<file path="config.mk">
export PLATFORM = sky130hd
export DESIGN_NAME = sram_responder_flat
export DESIGN_NICKNAME = d
export VERILOG_FILES = /design/src/rtl/sram_responder_pkg.sv /design/src/rtl/sram_responder_if.sv /design/src/rtl/sram_responder.sv /design/src/flat_wrapper.sv
export SDC_FILE = /design/constraint.sdc
export NUM_CORES = 1
export LEC_CHECK = 0
export BUFFER_PORTS_ARGS = -buffer_cell sky130_fd_sc_hd__buf_2
export CORE_AREA = 2 2 56 111
export CTS_CLUSTER_SIZE = 10
export DETAILED_ROUTE_END_ITERATION = 8
export DIE_AREA = 0 0 58 113
export PLACE_DENSITY = 0.82
export SETUP_SLACK_MARGIN = 0.5
export SYNTH_ARGS = -nofsm -noshare
export SYNTH_HDL_FRONTEND = slang
export SYNTH_SLANG_ARGS = --single-unit
export TNS_END_PERCENT = 10
</file>
<file path="constraint.sdc">
create_clock -name clock -period 3.3 [get_ports clock]
set_input_delay 0.66 -clock clock [delete_from_list [all_inputs] [get_ports clock]]
set_output_delay 0.66 -clock clock [all_outputs]
set_load 0.01 [all_outputs]
</file>
<file path="src/rtl/sram_responder_pkg.sv">
// sram_responder_pkg: FSM encoding and sizing helpers shared by
// the tester-side asynchronous SRAM responder and its bus interface.
package sram_responder_pkg;

    localparam logic [1:0] ST_IDLE    = 2'd0;
    localparam logic [1:0] ST_RD      = 2'd1;
    localparam logic [1:0] ST_WR      = 2'd2;
    localparam logic [1:0] ST_WR_HOLD = 2'd3;

    function automatic int cnt_width(input int rd_wait, input int wr_wait);
        int m;
        m = (rd_wait > wr_wait) ? rd_wait : wr_wait;
        return (m < 1) ? 1 : $clog2(m + 1);
    endfunction

    function automatic bit data_width_ok(input int dw);
        return dw == 16;
    endfunction

endpackage

</file>
<file path="src/rtl/sram_responder_if.sv">
// sram_responder_if: tester memory bus (address/read/write with
// waitrequest back-pressure and a readdataready pulse).
interface sram_responder_if #(
    parameter int ADDR_WIDTH = 20,
    parameter int DATA_WIDTH = 16
);
    localparam int BE_WIDTH = DATA_WIDTH / 8;

    logic [ADDR_WIDTH-1:0] address;
    logic [BE_WIDTH-1:0]   byteenable;
    logic                  read;
    logic                  write;
    logic [DATA_WIDTH-1:0] writedata;
    logic                  waitrequest;
    logic [DATA_WIDTH-1:0] readdata;
    logic                  readdataready;

    modport master (
        output address, byteenable, read, write, writedata,
        input  waitrequest, readdata, readdataready
    );

    modport slave (
        input  address, byteenable, read, write, writedata,
        output waitrequest, readdata, readdataready
    );

endinterface

</file>
<file path="src/rtl/sram_responder.sv">
// sram_responder: one-transaction-at-a-time bridge from the tester
// memory bus to a 16-bit asynchronous SRAM with fixed wait states.
module sram_responder
    import sram_responder_pkg::*;
#(
    parameter int ADDR_WIDTH = 20,
    parameter int DATA_WIDTH = 16,
    parameter int BE_WIDTH   = DATA_WIDTH / 8,
    parameter int READ_WAIT  = 2,
    parameter int WRITE_WAIT = 2
) (
    input  logic                  clock,
    input  logic                  reset,
    sram_responder_if.slave       bus,
    output logic [ADDR_WIDTH-1:0] sram_addr,
    input  logic [DATA_WIDTH-1:0] sram_dq_in,
    output logic [DATA_WIDTH-1:0] sram_dq_out,
    output logic                  sram_dq_oe,
    output logic                  sram_ce_n,
    output logic                  sram_oe_n,
    output logic                  sram_we_n,
    output logic                  sram_ub_n,
    output logic                  sram_lb_n
);

    localparam int CW = cnt_width(READ_WAIT, WRITE_WAIT);

    if (!data_width_ok(DATA_WIDTH)) begin : g_bad_dw
        $error("sram_responder: DATA_WIDTH must be 16");
    end
    if (READ_WAIT < 1 || WRITE_WAIT < 1) begin : g_bad_wait
        $error("sram_responder: wait counts must be >= 1");
    end

    logic [1:0]          state;
    logic [1:0]          state_nxt;
    logic [CW-1:0]       cnt;
    logic [CW-1:0]       cnt_nxt;
    logic [BE_WIDTH-1:0] be_q;
    logic [BE_WIDTH-1:0] be_nxt;
    logic                accept;
    logic                wr_acc;
    logic                rd_acc;
    logic                rd_done;
    logic                wr_phase;

    assign bus.waitrequest = reset | (state != ST_IDLE);

    assign accept  = (state == ST_IDLE) & (bus.read | bus.write);
    assign wr_acc  = accept & bus.write;
    assign rd_acc  = accept & ~bus.write;
    assign rd_done = (state == ST_RD) & (cnt == CW'(1));
    assign be_nxt  = accept ? bus.byteenable : be_q;

    always_comb begin
        state_nxt = state;
        cnt_nxt   = cnt;
        unique case (1'b1)
            state == ST_IDLE: begin
                if (wr_acc) begin
                    state_nxt = ST_WR;
                    cnt_nxt   = CW'(WRITE_WAIT);
                end else if (rd_acc) begin
                    state_nxt = ST_RD;
                    cnt_nxt   = CW'(READ_WAIT);
                end
            end
            state == ST_RD: begin
                if (cnt == CW'(1)) state_nxt = ST_IDLE;
                else               cnt_nxt   = cnt - CW'(1);
            end
            state == ST_WR: begin
                if (cnt == CW'(1)) state_nxt = ST_WR_HOLD;
                else               cnt_nxt   = cnt - CW'(1);
            end
            state == ST_WR_HOLD: begin
                state_nxt = ST_IDLE;
            end
        endcase
    end

    // Strobes are registered from the next state so pins change on the
    // same edge as the FSM and never glitch.
    assign wr_phase = (state_nxt == ST_WR) | (state_nxt == ST_WR_HOLD);

    always_ff @(posedge clock or posedge reset) begin
        if (reset) begin
            state             <= ST_IDLE;
            cnt               <= '0;
            be_q              <= '0;
            bus.readdata      <= '0;
            bus.readdataready <= 1'b0;
            sram_addr         <= '0;
            sram_dq_out       <= '0;
            sram_dq_oe        <= 1'b0;
            sram_ce_n         <= 1'b1;
            sram_oe_n         <= 1'b1;
            sram_we_n         <= 1'b1;
            sram_ub_n         <= 1'b1;
            sram_lb_n         <= 1'b1;
        end else begin
            state             <= state_nxt;
            cnt               <= cnt_nxt;
            be_q              <= be_nxt;
            bus.readdataready <= rd_done;
            if (rd_done) bus.readdata <= sram_dq_in;
            if (accept) begin
                sram_addr   <= bus.address;
                sram_dq_out <= bus.writedata;
            end
            sram_ce_n  <= (state_nxt == ST_IDLE);
            sram_oe_n  <= (state_nxt != ST_RD);
            sram_we_n  <= (state_nxt != ST_WR);
            sram_dq_oe <= wr_phase;
            sram_ub_n  <= (state_nxt == ST_RD) ? 1'b0 :
                          wr_phase ? ~be_nxt[1] : 1'b1;
            sram_lb_n  <= (state_nxt == ST_RD) ? 1'b0 :
                          wr_phase ? ~be_nxt[0] : 1'b1;
        end
    end

endmodule
</file>
<file path="src/flat_wrapper.sv">
// flat-port wrapper written by rule: the top's interface ports become plain ports
module sram_responder_flat import sram_responder_pkg::*;
#(
    parameter int ADDR_WIDTH = 20,
    parameter int DATA_WIDTH = 16,
    parameter int BE_WIDTH   = DATA_WIDTH / 8,
    parameter int READ_WAIT  = 2,
    parameter int WRITE_WAIT = 2
)
  (clock, reset, sram_addr, sram_dq_in, sram_dq_out, sram_dq_oe, sram_ce_n, sram_oe_n, sram_we_n, sram_ub_n, sram_lb_n, bus_address, bus_byteenable, bus_read, bus_write, bus_writedata, bus_waitrequest, bus_readdata, bus_readdataready);
  sram_responder_if #(.ADDR_WIDTH(ADDR_WIDTH), .DATA_WIDTH(DATA_WIDTH)) bus_i ();
  input  logic clock;
  input  logic reset;
  output logic [ADDR_WIDTH-1:0] sram_addr;
  input  logic [DATA_WIDTH-1:0] sram_dq_in;
  output logic [DATA_WIDTH-1:0] sram_dq_out;
  output logic sram_dq_oe;
  output logic sram_ce_n;
  output logic sram_oe_n;
  output logic sram_we_n;
  output logic sram_ub_n;
  output logic sram_lb_n;
  input wire logic [$bits(bus_i.address)-1:0] bus_address;
  input wire logic [$bits(bus_i.byteenable)-1:0] bus_byteenable;
  input wire logic [$bits(bus_i.read)-1:0] bus_read;
  input wire logic [$bits(bus_i.write)-1:0] bus_write;
  input wire logic [$bits(bus_i.writedata)-1:0] bus_writedata;
  output wire logic [$bits(bus_i.waitrequest)-1:0] bus_waitrequest;
  output wire logic [$bits(bus_i.readdata)-1:0] bus_readdata;
  output wire logic [$bits(bus_i.readdataready)-1:0] bus_readdataready;
  assign bus_i.address = bus_address;
  assign bus_i.byteenable = bus_byteenable;
  assign bus_i.read = bus_read;
  assign bus_i.write = bus_write;
  assign bus_i.writedata = bus_writedata;
  assign bus_waitrequest = bus_i.waitrequest;
  assign bus_readdata = bus_i.readdata;
  assign bus_readdataready = bus_i.readdataready;
  sram_responder #(.ADDR_WIDTH(ADDR_WIDTH), .DATA_WIDTH(DATA_WIDTH), .BE_WIDTH(BE_WIDTH), .READ_WAIT(READ_WAIT), .WRITE_WAIT(WRITE_WAIT)) u_core (.clock(clock), .reset(reset), .bus(bus_i), .sram_addr(sram_addr), .sram_dq_in(sram_dq_in), .sram_dq_out(sram_dq_out), .sram_dq_oe(sram_dq_oe), .sram_ce_n(sram_ce_n), .sram_oe_n(sram_oe_n), .sram_we_n(sram_we_n), .sram_ub_n(sram_ub_n), .sram_lb_n(sram_lb_n));
endmodule
</file>
; ---- Yosys cells after proc, flatten, opt, wreduce, memory -nomap -nowiden
; Index checks and enable logic that the tools add are counted.
[classes]
n_reduce_logical = 6
muxes = 14
bitwise = 10
n_eq_ne = 11
add_sub_neg = 1
[ops]
columns = op, n
row1 = $mux W2, 8
row2 = $eq A2 B2 Y1 const B, 4
row3 = $pmux W2 S4, 1
row4 = $eq A2 B1 Y1 const B, 3
row5 = $and A1 B1 Y1, 4
row6 = $logic_not A2 Y1, 2
row7 = $mux W1, 4
row8 = $ne A2 B2 Y1 const B, 2
row9 = $pmux W2 S2, 1
row10 = $reduce_bool A2 Y1, 2
row11 = $ne A3 B1 Y1 const B, 1
row12 = $not A1 Y1, 3
row13 = $or A1 B1 Y1, 3
row14 = $reduce_and A3 Y1, 1
row15 = $ne A2 B1 Y1 const B, 1
row16 = $reduce_or A2 Y1, 1
row17 = $sub A2 B1 Y2 const B, 1
[word_totals]
out_inout_bits = 60
register_bits = 65
inputBits = 58

; ---- Longest topological paths before layout
; Gate-level depths: netlist of run 1.
[depth]
ltp_word = 10
mapped_depth = 7
ltp_nobuf = 7

; ---- Worst setup path after synthesis of run 1
; OpenSTA, ideal clock, no wires.
[synth_timing]
path_kind = input -> output
start = input reset
end = output bus_waitrequest
arrival_ns = 2.305
path_slack_ns = 0.335
cell_stages = 2
required_ns = 2.640
cell_sequence = inv_1 > nand2_1
[synth_between]
elab_chain_cells = 1
[synth_lines]
columns = element, line_no
row1 = "start, declared", flat_wrapper.sv:13  ; input logic reset;
row2 = $or A1 B1 Y1, sram_responder.sv:47  ; assign bus.waitrequest = reset | (state != ST_IDLE);
row3 = "end, declared", flat_wrapper.sv:28  ; output wire logic [$bits(bus_i.waitrequest)-1:0] bus_waitrequest;
; Every way passes these cells.

; ---- Worst setup path after layout of run 1
[layout_timing]
start = register u_core.state[0]
end = output bus_waitrequest
[layout_between]
elab_chain_cells = 2
[layout_lines]
columns = element, line_no
row1 = "start, declared", sram_responder.sv:35  ; logic [1:0] state;
row2 = "start signal, assigned", sram_responder.sv:102  ; state <= state_nxt;
row3 = $reduce_bool A2 Y1, sram_responder.sv:47
row4 = $or A1 B1 Y1, sram_responder.sv:47
; Every way passes these cells.

==> results of run 1 <==
-- synth_stat cells --
cell type and instances:
mux2_2 52, a221o_1 1, buf_2 2, dfrtp_1 60, a21oi_1 3, nor3b_1 1
nor2_1 2, mux2_4 2, o21ai_2 1, buf_6 3, o22ai_1 3, nand2_2 1
ha_1 7, o21ai_0 1, mux2i_1 2, nand2_1 5, nand2b_1 2, dfstp_2 5
inv_1 7, nor2b_1 1
-- cells by family after synthesis --
kind of cell             Yosys count  share of synthesized area [%]
adder cells (fa/ha/maj)            7                           3.44
multiplexers                      56                           25.0
AND/OR/NAND/NOR                   12                           2.31
buffers and inverters             12                           2.76
flip-flops                        65                           64.2
AO/OA/AOI/OAI                      9                           2.26
-- flip-flops by register name (all words and copies together), names as in the netlist --
| register | flops |
|---|---|
| u_core.sram_dq_out | 16 |
| u_core.be_q | 2 |
| u_core.sram_we_n | 1 |
| u_core.cnt | 2 |
| u_core.sram_addr | 20 |
| u_core.bus.readdataready | 1 |
| u_core.state | 2 |
| u_core.sram_dq_oe | 1 |
| u_core.sram_ce_n | 1 |
| u_core.sram_lb_n | 1 |
| u_core.sram_oe_n | 1 |
| u_core.bus.readdata | 16 |
| u_core.sram_ub_n | 1 |
-- power breakdown --
group          total [uW]  internal, uW  leakage, uW  switching (uW)
clock network        1020           718     0.000162             298
logic                1360           709     0.000845             647
registers            1400          1220     0.000758             176
-- metrics by stage --
step | util (%) | setup slack (ns) | hold WS, ns
final | 62.1 | 1.22 | 0.495
after global routing | 62.1 | 1.12 | 0.510
after CTS | 62.1 | 1.20 | 0.498
after detailed placement | 56.3 | 1.36 | 0.484
after global placement | 56.3 | 1.39 | 0.481
after floorplan | - | 0.738 | 0.467
-- worst register-to-register path, cell delays in order (launching register included) --
cell and delay [ns]:
dfrtp_1 0.41, inv_1 0.12, ha_1 0.31, o21ai_4 0.09
buf_4 0.43, mux2_4 0.36, mux2i_1 0.13
-- layer usage --
metal | track usage (%) | vias up | part of all wire [%]
li1 | - | 800 | -
met1 | 15.6 | 826 | 35
met2 | 28.1 | 83 | 56
met3 | 5.14 | 6 | 7.4
met4 | 8.99 | 0 | 1.8
met5 | 0 | - | 0
-- path summary, 6_finish.rpt --
check / from / endpoint / slack, ns
min in group asynchronous: reset / u_core.bus.readdata[0] / 0.64
worst max register to register: u_core.state[0] / u_core.sram_ub_n / 1.39
worst min register to register: u_core.sram_dq_out[7] / u_core.sram_dq_out[7] / 0.49
worst min-delay path: u_core.sram_dq_out[7] / u_core.sram_dq_out[7] / 0.49
max in group asynchronous: reset / u_core.sram_dq_out[5] / 2.16
worst max-delay path: u_core.state[0] / bus_waitrequest / 1.22
-- cell usage in the layout (no fill, tap or decap), drive strengths merged --
| cell type | count |
|---|---|
| o22ai | 3 |
| nand2b | 2 |
| dfstp | 5 |
| nand2 | 6 |
| mux2 | 54 |
| a221o | 1 |
| clkbuf | 13 |
| buf | 119 |
| bufinv | 2 |
| mux2i | 2 |
| nor3b | 1 |
| inv | 6 |
| ha | 7 |
| o21ai | 2 |
| nor2 | 2 |
| nor2b | 1 |
| clkinvlp | 1 |
| dfrtp | 60 |
| a21oi | 3 |
-- area by class of cell --
cell class              instances  area, um2
repair buffers                119        601
clock buffers                  13        270
well taps                      61       76.3
fillers                       423       2140
clock inverters                 2       60.1
flip-flops and latches         65       1630
inverters                       7       30.0
multi-input cells              84        847
==> run metrics, run 1 <==
status finished clean; core area 5660 um2; CP max FO 6; largest net degree at the start of global routing 66; cell leakage power 0.00177 uW; htree depth 3; Max Clk Rate 480 MHz; placed insts 336; worst vdd ir 645 uV; Tot GR Track Use 15.9%; final wirelength 4800 um; number of CTS-inserted buffers 9; Hold Crit Class reg2reg; synthesis warning total 0; Total Power 3770 uW; WL/cell 13.7 um; setup TNS 0 ns; Synth cell types 20; cell count after synthesis 161; synthesized flop and latch total 65; global-route wire length before repair 7720 um; GRT overflow 0; Max Cap Viol 0; crit path buf inv count 2; clock buffer depth 2; CP Launch Type register; Ant. Diodes 0; cts repair resizes 0; unrepaired setup endpoints after global routing false; count of final hold-check violations 0; Placement Cell Area 3190 um2; DPL Wire Length 3640 um; P per Cell Area 1070 nW/um2; die area 6550 um2; WP data required 2.64 ns; crit end category primary output; starting density of the core 44.9%; fin crit period 2.08 ns; Slew HR 48.0%; Pre-Repair DR Iteration Count 3; Mapped Area 2540 um2; worst skew pair latency 0.32 ns; Avg Synthesized Cell Area 15.8 um2; syn_nets 226; Die Height 113 um; final setup violation count 0; Crit-path slowest cell dfrtp_1; design area 3520 um2; Placer Congestion 0.753; final non-filler cell total 351; sequential cell area fraction in the yosys report 64.2%; routed vias/inst 4.89; Row Count 39; Top delay family on crit path flip-flops; via count 1715; Area growth, synth to finish 38.3%; post-route clock period utilization 63.1%; Yosys top cell area share 59.1%; Hold-fix buffers, CTS 0; critical-path cell list inv_1 > ha_1 > nand2_1 > buf_2; CTS tree built; final count of pins violating max slew 0; die width 58 um; Synth area leader dfrtp_1; vias in the first global route 1832; initial antenna violation count 0; Nets 351; top post-synthesis cells by area dfrtp_1 59%, mux2_2 23%, dfstp_2 5.2%, ha_1 3.4%, buf_6 1.3%; layout cells sized above 1 67.2%; I/O Pins 118; root buf cell clkbuf_16; DR iter-0 viols 21; port buffer count 117; Residual DRC 0; hold depth 1; Routed Antenna Nets 0; clk sinks 65; Worst Reg-to-Reg Cells 6; Post-CTS Setup Bufs 0; critical path depth 4; Critical Path AT 1.42 ns; Worst Tran Pin Value 0.780 ns; critical path type reg2out; CP peak stage delay 0.42 ns; Layout Skew 0.00590 ns; clock slew at reported path FFs 0.05 ns
Note: power is estimated with default switching activity, not from simulation.
==> run 2: changes to the inputs <==
--- a/config.mk
+++ b/config.mk
@@ -6,11 +6,11 @@
 export NUM_CORES = 1
 export LEC_CHECK = 0
 export BUFFER_PORTS_ARGS = -buffer_cell sky130_fd_sc_hd__buf_2
-export CORE_AREA = 2 2 56 111
+export CORE_AREA = 2 2 59 116
 export CTS_CLUSTER_SIZE = 10
 export DETAILED_ROUTE_END_ITERATION = 8
-export DIE_AREA = 0 0 58 113
-export PLACE_DENSITY = 0.82
+export DIE_AREA = 0 0 61 118
+export PLACE_DENSITY = 0.78
 export SETUP_SLACK_MARGIN = 0.5
 export SYNTH_ARGS = -nofsm -noshare
 export SYNTH_HDL_FRONTEND = slang
==> constraint.sdc (replaced) <==
create_clock -name clock -period 1.7 [get_ports clock]
set_input_delay 0.34 -clock clock [delete_from_list [all_inputs] [get_ports clock]]
set_output_delay 0.34 -clock clock [all_outputs]
set_load 0.01 [all_outputs]
==> run 2 against run 1 <==
Compared with the run above:
- combinational power grew to 2.6 times the previous value
- design area grew 10%
- sequential power grew 94%
- first-iteration DRC count grew 52%
- clock skew grew 0.0033 ns
- cell count grew 14%
- clock-buffer cell count grew 2
- routed wire length grew 23%
- critical endpoint is now u_core.cnt[1]
- highest routed layer unchanged
==> run metrics, run 2 (same netlist as run 1, synthesis figures left out) <==
clock slew at reported path FFs 0.05 ns (about the same); Max Cap Viol 0 (unchanged); CTS tree built (unchanged); htree depth 3 (unchanged); Area growth, synth to finish 52.9% (was 38.3%); DPL Wire Length 4000 um (was 3640 um); Critical Path AT 1.71 ns (was 1.42 ns); Pre-Repair DR Iteration Count 4 (was 3); die area 7200 um2 (was 6550 um2); number of CTS-inserted buffers 9 (unchanged); post-route clock period utilization 89.6%; Fill cells 493 (was 423); Layout Skew 0.00920 ns (was 0.00590 ns); Biggest register u_core.sram_addr (unchanged); WL/cell 14.8 um (was 13.7 um); routed vias/inst 4.66 (was 4.89); biggest regs u_core.sram_addr x20, u_core.bus.readdata x16, u_core.sram_dq_out x16 (unchanged); final count of pins violating max slew 0 (unchanged); CP Launch Type register (unchanged); CP peak stage delay 0.38 ns (was 0.42 ns); Die Height 118 um (was 113 um); final wirelength 5900 um (was 4800 um); initial antenna violation count 0 (unchanged); crit end category register (was primary output); Slew HR 74.2% (was 48.0%); unrepaired setup endpoints after global routing true (was false); Hold Slack 0.133 ns (was 0.495 ns); worst skew pair latency 0.32 ns (about the same); max reg flops 20 (unchanged); die width 61 um (was 58 um); global-route wire length before repair 8700 um (was 7720 um); Row Count 41 (was 39); final non-filler cell total 399 (was 351); clock buffer depth 2 (unchanged); leading cell types in the layout, fill and taps excluded 116 x buf_2, 60 x dfrtp_1, 48 x mux2_2, 17 x buf_4, 10 x clkbuf_16 (was 117 x buf_2, 60 x dfrtp_1, 52 x mux2_2, 9 x clkbuf_16, 7 x ha_1); DR iter-0 viols 32 (was 21); Routed Antenna Nets 0 (unchanged); cell leakage power 0.00193 uW (was 0.00177 uW); P per Cell Area 2070 nW/um2 (was 1070 nW/um2); fin crit period 1.52 ns; count of final hold-check violations 0 (unchanged); Max Clk Rate 657 MHz; Worst setup startpoint u_core.state[0] (unchanged); status finished clean (unchanged); Nets 373 (was 351); vias in the first global route 1889 (was 1832); clk sinks 65 (unchanged); WP data required 1.89 ns (was 2.64 ns); Ant. Diodes 0 (unchanged); critical-path cell list inv_2 > ha_4 > buf_4 > a221o_1 > nor3b_2 > a21oi_1 (was inv_1 > ha_1 > nand2_1 > buf_2); Crit-path slowest cell dfrtp_1 (unchanged); starting density of the core 40.3% (was 44.9%); placed insts 367 (was 336); root buf cell clkbuf_16 (unchanged); layout cells sized above 1 74.1% (was 67.2%); Tot GR Track Use 16.6% (was 15.9%); final worst setup slack 0.178 ns (was 1.22 ns); worst vdd ir 1040 uV (was 645 uV); critical path type reg2reg (was reg2out); GRT overflow 0 (unchanged); worst slack, placed 0.0631 ns (was 1.36 ns); port buffer count 117 (unchanged); core area 6310 um2 (was 5660 um2); most common cell after layout, fill and taps aside buf_2 (unchanged); worst r2r src u_core.state[0] (unchanged); final setup violation count 0 (unchanged); CP max FO 5 (was 6); Residual DRC 0 (unchanged); Hold Crit Class in2async (was reg2reg); largest net degree at the start of global routing 31 (was 66); Worst Tran Pin Value 0.386 ns (was 0.780 ns); via count 1859 (was 1715); Placer Congestion 0.855 (was 0.753); I/O Pins 118 (unchanged)
==> run 2: cell types whose count changed in the layout (fill, tap and decap cells not counted), sizes merged <==
| cell | previous run | this run |
|---|---|---|
| buf | 119 | 138 |
| nand2 | 6 | 8 |
| clkbuf | 13 | 16 |
| bufinv | 2 | 1 |
==> run 2: power breakdown <==
part / internal [uW] / total [uW] / switching [uW]
Combinational: 1960 / 3590 / 1630
Clock: 1180 / 1740 / 569
Sequential: 2370 / 2720 / 346
Total: 5510 / 8050 / 2540
==> run 2: what timing repair did <==
action | in CTS | in global routing
gates resized for setup | 22 | 15
pin swaps | 5 | 5
buffers inserted | 6 | 7
cloned | 2 | 1
hold buffers | 0 | 0
endpoints found under the setup margin | 71 | 100
==> run 2: area by class of cell <==
class / count / area [um2] / share of cell area, %
Clock buffer: 15 / 258 / 6.63
Timing Repair Buffer: 139 / 802 / 20.6
Multi-Input combinational cell: 86 / 1030 / 26.4
Tap cell: 86 / 108 / 2.77
Sequential cell: 65 / 1630 / 42.0
Clock inverter: 1 / 30.0 / 0.773
Inverter: 7 / 30.0 / 0.773
==> run 2: worst paths after layout <==
check | end | slack (ns) | cells past startpoint
worst min register to register | u_core.be_q[1] | 0.49 | 1
max in group asynchronous | u_core.sram_addr[9] | 1.21 | 3
worst min-delay path | u_core.sram_addr[16] | 0.13 | 3
min in group clock | u_core.bus.readdata[2] | 0.25 | 2
worst max register to register | u_core.cnt[1] | 0.18 | 6
worst max-delay path | u_core.cnt[1] | 0.18 | 6
==> run 2: layer usage <==
layer  vias to the layer above  track usage [%]  wire (um)
li1                        853                -          -
met3                         9             4.73        369
met2                        87             29.6       3390
met4                         0             6.79        102
met5                         -                0          0
met1                       910             16.9       2040
==> run 2: metrics by stage <==
step	power [uW]	setup TNS, ns	util, %	cell area (um2)
CTS	7640	0	59.1	3730
floorplan	4440	-0.147	-	2550
detailed placement	5540	0	52.0	3280
finish	8050	0	61.6	3890
global placement	5440	0	52.0	3280
global route	8560	0	61.6	3890
==> run 2: critical path, delay by kind of cell (launching register included) <==
family | cells | cell delay (ns)
flip-flops | 1 | 0.38
buffers and inverters | 2 | 0.22
adder cells (fa/ha/maj) | 1 | 0.19
AND/OR/NAND/NOR | 1 | 0.19
AO/OA/AOI/OAI | 2 | 0.43
